**src/rtl/dco_fll_ctrl_if.sv**
```systemverilog
// rtl/dco_fll_ctrl_if.sv - host-side configuration and status bundle of the DCO FLL controller
interface dco_fll_ctrl_if #(
    parameter int CODE_W = 8,
    parameter int CNT_W  = 12
) ();
    logic              ena;
    logic              start;
    logic              stop;
    logic              track_en;
    logic [CNT_W-1:0]  target;
    logic [CODE_W-1:0] dco_code;
    logic              busy;
    logic              locked;
    logic [CNT_W-1:0]  meas_cnt;
    logic              meas_valid;

    modport master (
        output ena, start, stop, track_en, target,
        input  dco_code, busy, locked, meas_cnt, meas_valid
    );

    modport slave (
        input  ena, start, stop, track_en, target,
        output dco_code, busy, locked, meas_cnt, meas_valid
    );
endinterface

```
**src/rtl/dco_fll_ctrl.sv**
```systemverilog
// rtl/dco_fll_ctrl.sv - FLL controller: SAR search of the DCO code, then +/-1 tracking with lock flag
module dco_fll_ctrl #(
    parameter int CODE_W     = 8,
    parameter int CNT_W      = 12,
    parameter int WIN_CYC    = 1024,
    parameter int SETTLE_CYC = 16,
    parameter int TOL        = 1,
    parameter int LOCK_N     = 4
) (
    input  logic          clk,
    input  logic          rst_n,
    input  logic          dco_clk,
    dco_fll_ctrl_if.slave bus
);
    localparam int CYC_W = $clog2((WIN_CYC > SETTLE_CYC) ? WIN_CYC : SETTLE_CYC);
    localparam int BIT_W = (CODE_W > 1) ? $clog2(CODE_W) : 1;
    localparam int LCK_W = $clog2(LOCK_N + 1);

    localparam logic [CYC_W-1:0]  L_SET_LAST = CYC_W'(SETTLE_CYC - 1);
    localparam logic [CYC_W-1:0]  L_WIN_LAST = CYC_W'(WIN_CYC - 1);
    localparam logic [BIT_W-1:0]  L_TOP_BIT  = BIT_W'(CODE_W - 1);
    localparam logic [LCK_W-1:0]  L_LOCK_N   = LCK_W'(LOCK_N);
    localparam logic [CNT_W:0]    L_TOL      = (CNT_W + 1)'(TOL);
    localparam logic [CODE_W-1:0] L_CODE_MAX = '1;
    localparam logic [CNT_W-1:0]  L_CNT_MAX  = '1;

    typedef enum logic [1:0] {S_IDLE, S_SETTLE, S_MEASURE, S_DECIDE} state_t;

    state_t r_state, w_state_nxt;

    logic              r_s1, r_s2, r_s3;
    logic              w_edge;
    logic [CYC_W-1:0]  r_cyc, w_cyc_nxt;
    logic [CNT_W-1:0]  r_cnt, w_cnt_nxt;
    logic [CODE_W-1:0] r_code, w_code_nxt;
    logic [BIT_W-1:0]  r_bit, w_bit_nxt;
    logic              r_track, w_track_nxt;
    logic [LCK_W-1:0]  r_lock_cnt, w_lock_cnt_nxt;
    logic              r_locked, w_locked_nxt;
    logic [CNT_W-1:0]  r_meas, w_meas_nxt;
    logic              r_mv, w_mv_nxt;

    logic              w_abort;
    logic [CNT_W:0]    w_cnt_ext, w_tgt_ext, w_hi, w_lo;
    logic [CODE_W-1:0] w_code_dec, w_code_inc, w_sar_code;
    logic [BIT_W-1:0]  w_bit_dec;

    assign w_edge     = r_s2 & ~r_s3;
    assign w_abort    = ~bus.ena | bus.stop;
    assign w_cnt_ext  = {1'b0, r_cnt};
    assign w_tgt_ext  = {1'b0, bus.target};
    assign w_hi       = w_tgt_ext + L_TOL;
    assign w_lo       = (w_tgt_ext >= L_TOL) ? (w_tgt_ext - L_TOL) : '0;
    assign w_code_dec = (r_code == '0) ? r_code : (r_code - CODE_W'(1));
    assign w_code_inc = (r_code == L_CODE_MAX) ? r_code : (r_code + CODE_W'(1));
    assign w_bit_dec  = r_bit - BIT_W'(1);

    assign bus.dco_code   = r_code;
    assign bus.busy       = (r_state != S_IDLE);
    assign bus.locked     = r_locked;
    assign bus.meas_cnt   = r_meas;
    assign bus.meas_valid = r_mv;

    // Bring the DCO into the clk domain and keep one delayed copy for rising-edge detection
    always_ff @(posedge clk or negedge rst_n) begin
        if (!rst_n) begin
            r_s1 <= 1'b0;
            r_s2 <= 1'b0;
            r_s3 <= 1'b0;
        end else begin
            r_s1 <= dco_clk;
            r_s2 <= r_s1;
            r_s3 <= r_s2;
        end
    end

    // Trial code for the current SAR step: drop the bit under test when the DCO ran too fast
    always_comb begin
        w_sar_code = r_code;
        if (r_cnt > bus.target) begin
            w_sar_code[r_bit] = 1'b0;
        end
    end

    // Next-state and datapath decisions; an abort overrides everything except the held code
    always_comb begin
        w_state_nxt    = r_state;
        w_cyc_nxt      = r_cyc + CYC_W'(1);
        w_cnt_nxt      = r_cnt;
        w_code_nxt     = r_code;
        w_bit_nxt      = r_bit;
        w_track_nxt    = r_track;
        w_lock_cnt_nxt = r_lock_cnt;
        w_locked_nxt   = r_locked;
        w_meas_nxt     = r_meas;
        w_mv_nxt       = 1'b0;
        case (r_state)
            S_IDLE: begin
                w_cyc_nxt = '0;
                if (bus.start && bus.ena && !bus.stop) begin
                    w_state_nxt            = S_SETTLE;
                    w_bit_nxt              = L_TOP_BIT;
                    w_code_nxt             = '0;
                    w_code_nxt[L_TOP_BIT]  = 1'b1;
                    w_track_nxt            = 1'b0;
                    w_lock_cnt_nxt         = '0;
                    w_locked_nxt           = 1'b0;
                end
            end
            S_SETTLE: begin
                if (r_cyc == L_SET_LAST) begin
                    w_state_nxt = S_MEASURE;
                    w_cyc_nxt   = '0;
                    w_cnt_nxt   = '0;
                end
            end
            S_MEASURE: begin
                if (w_edge && (r_cnt != L_CNT_MAX)) begin
                    w_cnt_nxt = r_cnt + CNT_W'(1);
                end
                if (r_cyc == L_WIN_LAST) begin
                    w_state_nxt = S_DECIDE;
                    w_cyc_nxt   = '0;
                end
            end
            S_DECIDE: begin
                w_meas_nxt = r_cnt;
                w_mv_nxt   = 1'b1;
                w_cyc_nxt  = '0;
                w_cnt_nxt  = '0;
                if (!r_track) begin
                    w_code_nxt = w_sar_code;
                    if (r_bit == '0) begin
                        if (bus.track_en) begin
                            w_track_nxt = 1'b1;
                            w_state_nxt = S_SETTLE;
                        end else begin
                            w_state_nxt = S_IDLE;
                        end
                    end else begin
                        w_bit_nxt             = w_bit_dec;
                        w_code_nxt[w_bit_dec] = 1'b1;
                        w_state_nxt           = S_SETTLE;
                    end
                end else begin
                    if (w_cnt_ext > w_hi) begin
                        w_code_nxt     = w_code_dec;
                        w_lock_cnt_nxt = '0;
                        w_locked_nxt   = 1'b0;
                    end else if (w_cnt_ext < w_lo) begin
                        w_code_nxt     = w_code_inc;
                        w_lock_cnt_nxt = '0;
                        w_locked_nxt   = 1'b0;
                    end else begin
                        if (r_lock_cnt != L_LOCK_N) begin
                            w_lock_cnt_nxt = r_lock_cnt + LCK_W'(1);
                        end
                        if (w_lock_cnt_nxt == L_LOCK_N) begin
                            w_locked_nxt = 1'b1;
                        end
                    end
                    // An unchanged code needs no settling time
                    w_state_nxt = (w_code_nxt != r_code) ? S_SETTLE : S_MEASURE;
                end
            end
            default: w_state_nxt = S_IDLE;
        endcase
        if (w_abort && (r_state != S_IDLE)) begin
            w_state_nxt    = S_IDLE;
            w_cyc_nxt      = '0;
            w_cnt_nxt      = r_cnt;
            w_code_nxt     = r_code;
            w_bit_nxt      = r_bit;
            w_track_nxt    = 1'b0;
            w_lock_cnt_nxt = '0;
            w_locked_nxt   = 1'b0;
            w_meas_nxt     = r_meas;
            w_mv_nxt       = 1'b0;
        end
    end

    // FSM state register
    always_ff @(posedge clk or negedge rst_n) begin
        if (!rst_n) begin
            r_state <= S_IDLE;
        end else begin
            r_state <= w_state_nxt;
        end
    end

    // Datapath registers: timers, edge count, code, SAR bit, lock tracking and measurement outputs
    always_ff @(posedge clk or negedge rst_n) begin
        if (!rst_n) begin
            r_cyc      <= '0;
            r_cnt      <= '0;
            r_code     <= '0;
            r_bit      <= '0;
            r_track    <= 1'b0;
            r_lock_cnt <= '0;
            r_locked   <= 1'b0;
            r_meas     <= '0;
            r_mv       <= 1'b0;
        end else begin
            r_cyc      <= w_cyc_nxt;
            r_cnt      <= w_cnt_nxt;
            r_code     <= w_code_nxt;
            r_bit      <= w_bit_nxt;
            r_track    <= w_track_nxt;
            r_lock_cnt <= w_lock_cnt_nxt;
            r_locked   <= w_locked_nxt;
            r_meas     <= w_meas_nxt;
            r_mv       <= w_mv_nxt;
        end
    end
endmodule

```
**src/flat_wrapper.sv**
```systemverilog
// flat-port wrapper written by rule: the top's interface ports become plain ports
module dco_fll_ctrl_flat 
#(
    parameter int CODE_W     = 8,
    parameter int CNT_W      = 12,
    parameter int WIN_CYC    = 1024,
    parameter int SETTLE_CYC = 16,
    parameter int TOL        = 1,
    parameter int LOCK_N     = 4
)
  (clk, rst_n, dco_clk, bus_ena, bus_start, bus_stop, bus_track_en, bus_target, bus_dco_code, bus_busy, bus_locked, bus_meas_cnt, bus_meas_valid);
  dco_fll_ctrl_if #(.CODE_W(CODE_W), .CNT_W(CNT_W)) bus_i ();
  input  logic clk;
  input  logic rst_n;
  input  logic dco_clk;
  input wire logic [$bits(bus_i.ena)-1:0] bus_ena;
  input wire logic [$bits(bus_i.start)-1:0] bus_start;
  input wire logic [$bits(bus_i.stop)-1:0] bus_stop;
  input wire logic [$bits(bus_i.track_en)-1:0] bus_track_en;
  input wire logic [$bits(bus_i.target)-1:0] bus_target;
  output wire logic [$bits(bus_i.dco_code)-1:0] bus_dco_code;
  output wire logic [$bits(bus_i.busy)-1:0] bus_busy;
  output wire logic [$bits(bus_i.locked)-1:0] bus_locked;
  output wire logic [$bits(bus_i.meas_cnt)-1:0] bus_meas_cnt;
  output wire logic [$bits(bus_i.meas_valid)-1:0] bus_meas_valid;
  assign bus_i.ena = bus_ena;
  assign bus_i.start = bus_start;
  assign bus_i.stop = bus_stop;
  assign bus_i.track_en = bus_track_en;
  assign bus_i.target = bus_target;
  assign bus_dco_code = bus_i.dco_code;
  assign bus_busy = bus_i.busy;
  assign bus_locked = bus_i.locked;
  assign bus_meas_cnt = bus_i.meas_cnt;
  assign bus_meas_valid = bus_i.meas_valid;
  dco_fll_ctrl #(.CODE_W(CODE_W), .CNT_W(CNT_W), .WIN_CYC(WIN_CYC), .SETTLE_CYC(SETTLE_CYC), .TOL(TOL), .LOCK_N(LOCK_N)) u_core (.clk(clk), .rst_n(rst_n), .dco_clk(dco_clk), .bus(bus_i));
endmodule
```
**config.mk**
```make
export PLATFORM = sky130hd
export DESIGN_NAME = dco_fll_ctrl_flat
export DESIGN_NICKNAME = d
export VERILOG_FILES = /design/src/rtl/dco_fll_ctrl_if.sv /design/src/rtl/dco_fll_ctrl.sv /design/src/flat_wrapper.sv
export SDC_FILE = /design/constraint.sdc
export NUM_CORES = 1
export LEC_CHECK = 0
export ABC_CLOCK_PERIOD_IN_PS = 7700
export CAP_MARGIN = 40
export CORE_ASPECT_RATIO = 1.5
export CORE_MARGIN = 3
export CORE_UTILIZATION = 40
export CTS_BUF_LIST = sky130_fd_sc_hd__clkbuf_4 sky130_fd_sc_hd__clkbuf_8
export CTS_CLUSTER_SIZE = 20
export DETAILED_ROUTE_END_ITERATION = 6
export GPL_TIMING_DRIVEN = 0
export PLACE_DENSITY = 0.68
export SYNTH_ARGS = -nofsm -noshare
export SYNTH_HDL_FRONTEND = slang
export SYNTH_SLANG_ARGS = --single-unit
export TNS_END_PERCENT = 5
```
**constraint.sdc**
```tcl
create_clock -name clk -period 7.7 [get_ports clk]
set_input_delay 1.54 -clock clk [delete_from_list [all_inputs] [get_ports clk]]
set_output_delay 1.54 -clock clk [all_outputs]
set_load 0.05 [all_outputs]
```
==> flow_summary.yaml <==
floorplan:
  initial_core_util_pct: 41.6
  core-area_um2: 11200
  dieArea_um2: 13000
  fp.dieW_um: 94.2
  fp-row-count: 47
  boundaryPins: 42
  dieHeight_um: 138
yosys:
  syn_area_per_cell_um2: 8.05
  synth_area_leaders: "dfrtp_1, ha_1, nand2_1, xnor2_1, o21ai_0"
  synth-seq-cells: 56
  yosysUniqueCellTypes: 77
  yosys.area.top_type: "dfrtp_1"
  ys_warn_count: 0
  synthCells: 580
  ys_seq_area_share_pct: 30.0
  synth_edf_count: 0
  netlist.area_leader.share_pct: 30.0
  netlist_area_um2: 4670
  syn_nets: 646
  synthMostInstantiatedCell: "nand2_1"
  synth_top_cells_by_count: "nand2_1, dfrtp_1, ha_1"
  synthArstFlopShare_pct: 100
  synthFlopType: "dfrtp_1"
clocking:
  clk_pin_slew_worst_paths_ns: 0.10
  hold_buffers: 0
  htree_levels: 2
  root_buffer: "clkbuf_8"
  cts_buffer_depth: 2
  cts.sinks: 56
  post_cts_buffers: 0
  cts_buffers: 5
  tritoncts: "built"
  cts_resized: 0
  worstSkewPairLatency_ns: 0.33
min_path:
  min_path_type: "reg -> reg"
power:
  seq_power_share_pct: 54.1
  internal-power_mw: 0.393
  pwr_density_cell_nw_per_um2: 103
  clkPwrFrac_pct: 31.7
  power_mw: 0.551
  p_comb_share_pct: 14.2
  p_sw_share_pct: 28.7
  max-vdd-ir-drop_mv: 0.0938
  leakagePower_nw: 2.33
  net-switching-power_mw: 0.158
layout:
  design_area_um2: 5350
  fin_nets: 692
  fill_cells: 1107
  syn_to_final_growth_pct: 14.5
  drive_above_1_share_pct: 4.31
  final_cells: 774
  n_antenna_cell: 0
timing:
  fin_tns_setup_ns: 0
  hold_viol: 0
  min_period_ns: 5.60
  worst_pin_slew_ns: 0.646
  fmax_mhz: 179
  maxSlewHeadroom_pct: 56.8
  slew_violations: 0
  fin_crit_sh_pct: 72.7
  setup_viol: 0
  rsz0062_at_grt: "no"
  setup_slack_ns: 2.10
  fin_skew_ns: 0.0153
critical_path:
  critPathKind: "in -> reg"
  r2r_slack_ns: 4.53
  crit_slowest_cell: "clkdlybuf4s50_1"
  path_max_fanout: 10
  cp_top_family: "compound AO/OA/AOI/OAI gates"
  slowest_delay_ns: 0.63
  critPathRequiredTime_ns: 7.93
  critPathBufInv: 3
  cp-start-kind: "primary input"
  worstPathArrival_ns: 5.82
  path_cells: "clkdlybuf4s50_1, inv_1, ha_1, or3_1, nor4_1, nand2_1, nand2_1, ha_1, a211oi_1, o21bai_1, a2111oi_1, o21ai_2, buf_4, a21oi_1, a211oi_2, o31ai_1"
  cp-end-kind: "flop"
route:
  ant_nets: 0
  drt_iter0_drc: 251
  drc: 0
  routed_via_density: 6.01
  wl_per_cell_um: 17.2
  dr_total_vias: 4652
  drt_first_pass_iters: 5
  routed_wl_um: 13300
run_status:
  status: "complete, no violations"
placement:
  dpl.hpwl_um: 10400
  pre_cts_ws_ns: 1.79
  dpl-instance-area_um2: 5250
  gp_congestion: 0.955
  portBuffers: 38
  dp_cells: 766
global_routing:
  grt.total_usage_pct: 20.4
  grt_start_max_net_pins: 38
  overflow: 0
  grt_pass1_wl_um: 21500
  antenna_found_initial: 0
  grt_pass1_vias: 4524
run:
  maxCapViolCount: 0
## routing by layer
layer  share of wire, %  vias to the layer above  wire length, um  track usage, %
li1                   -                     2210                -               -
met1                 38                     2201             5030            22.8
met2                 53                      200             7090            37.2
met3                5.1                       41              687            2.61
met4                4.0                        0              534            9.74
met5                  0                        -                0               0
## power groups by stage
stage | registers, mW | logic, mW | clock network [mW]
5_1_grt | 0.298 | 0.0871 | 0.193
2_1_floorplan | 0.304 | 0.0454 | 0
4_1_cts | 0.298 | 0.0782 | 0.181
3_3_place_gp | 0.303 | 0.0752 | 0
6_report | 0.298 | 0.0785 | 0.175
3_5_place_dp | 0.303 | 0.0778 | 0
## path summary, 6_finish.rpt
check / endpoint / start / depth (start not counted)
worst max-delay path: u_core.r_state[0]$_DFFE_PN0P_ / bus_target[1] / 16
worst min-delay path: u_core.r_s2$_DFF_PN0_ / u_core.r_s1$_DFF_PN0_ / 0
worst max register to register: u_core.r_state[0]$_DFFE_PN0P_ / u_core.r_cnt[10]$_DFFE_PN0P_ / 7
worst min register to register: u_core.r_s2$_DFF_PN0_ / u_core.r_s1$_DFF_PN0_ / 0
max in group asynchronous: u_core.bus.meas_cnt[3]$_DFFE_PN0P_ / rst_n / 2
min in group asynchronous: u_core.bus.dco_code[6]$_DFFE_PN0P_ / rst_n / 1
## logic make-up after synthesis
group	count (synthesis)	share of synthesized area [%]
adder cells (fa/ha/maj)	47	12.6
flip-flops	56	30.0
AND/OR/NAND/NOR	237	24.3
buffers and inverters	58	4.96
AO/OA/AOI/OAI	146	21.3
XOR/XNOR	33	6.19
multiplexers	3	0.670
## registers in the layout (all words and copies together) (netlist names), 2 cells and up
name	count
u_core.bus.dco_code	8
u_core.bus.meas_cnt	12
u_core.r_bit	3
u_core.r_cnt	12
u_core.r_cyc	10
u_core.r_lock_cnt	3
u_core.r_state	2
## placed cells by master (no fill, tap or decap), types with 4 or more instances in the layout
cell	n
a211oi_1	6
a21oi_1	31
a221oi_1	5
a31oi_1	11
and3_1	11
clkbuf_1	21
clkbuf_8	5
clkdlybuf4s50_1	37
dfrtp_1	56
ha_1	47
inv_1	30
nand2_1	91
nand2b_1	5
nand3_1	19
nand4_1	11
nor2_1	44
nor2b_1	5
nor3_1	24
nor4_1	7
o211ai_1	5
o21ai_0	34
o31ai_1	11
or3_1	4
xnor2_1	25
xor2_1	8
## area by class of cell
class                      instances  area [um2]  area share [%]
clock inverter                     3        27.5           0.515
tap                              147         184            3.44
clock buffer                       5        68.8            1.29
buffer                            26         111            2.08
sequential                        56        1400            26.2
multi-input combinational        466        3040            56.8
inverter                          32         120            2.25
timing repair buffer              39         395            7.40
## stage by stage
step,hold WS (ns),util (%)
floorplan,0.331,-
global placement,0.339,46.6
detailed placement,0.336,46.7
CTS,0.360,47.6
global route,0.384,47.6
finish,0.358,47.6
Power figures use the tool's default switching activity.
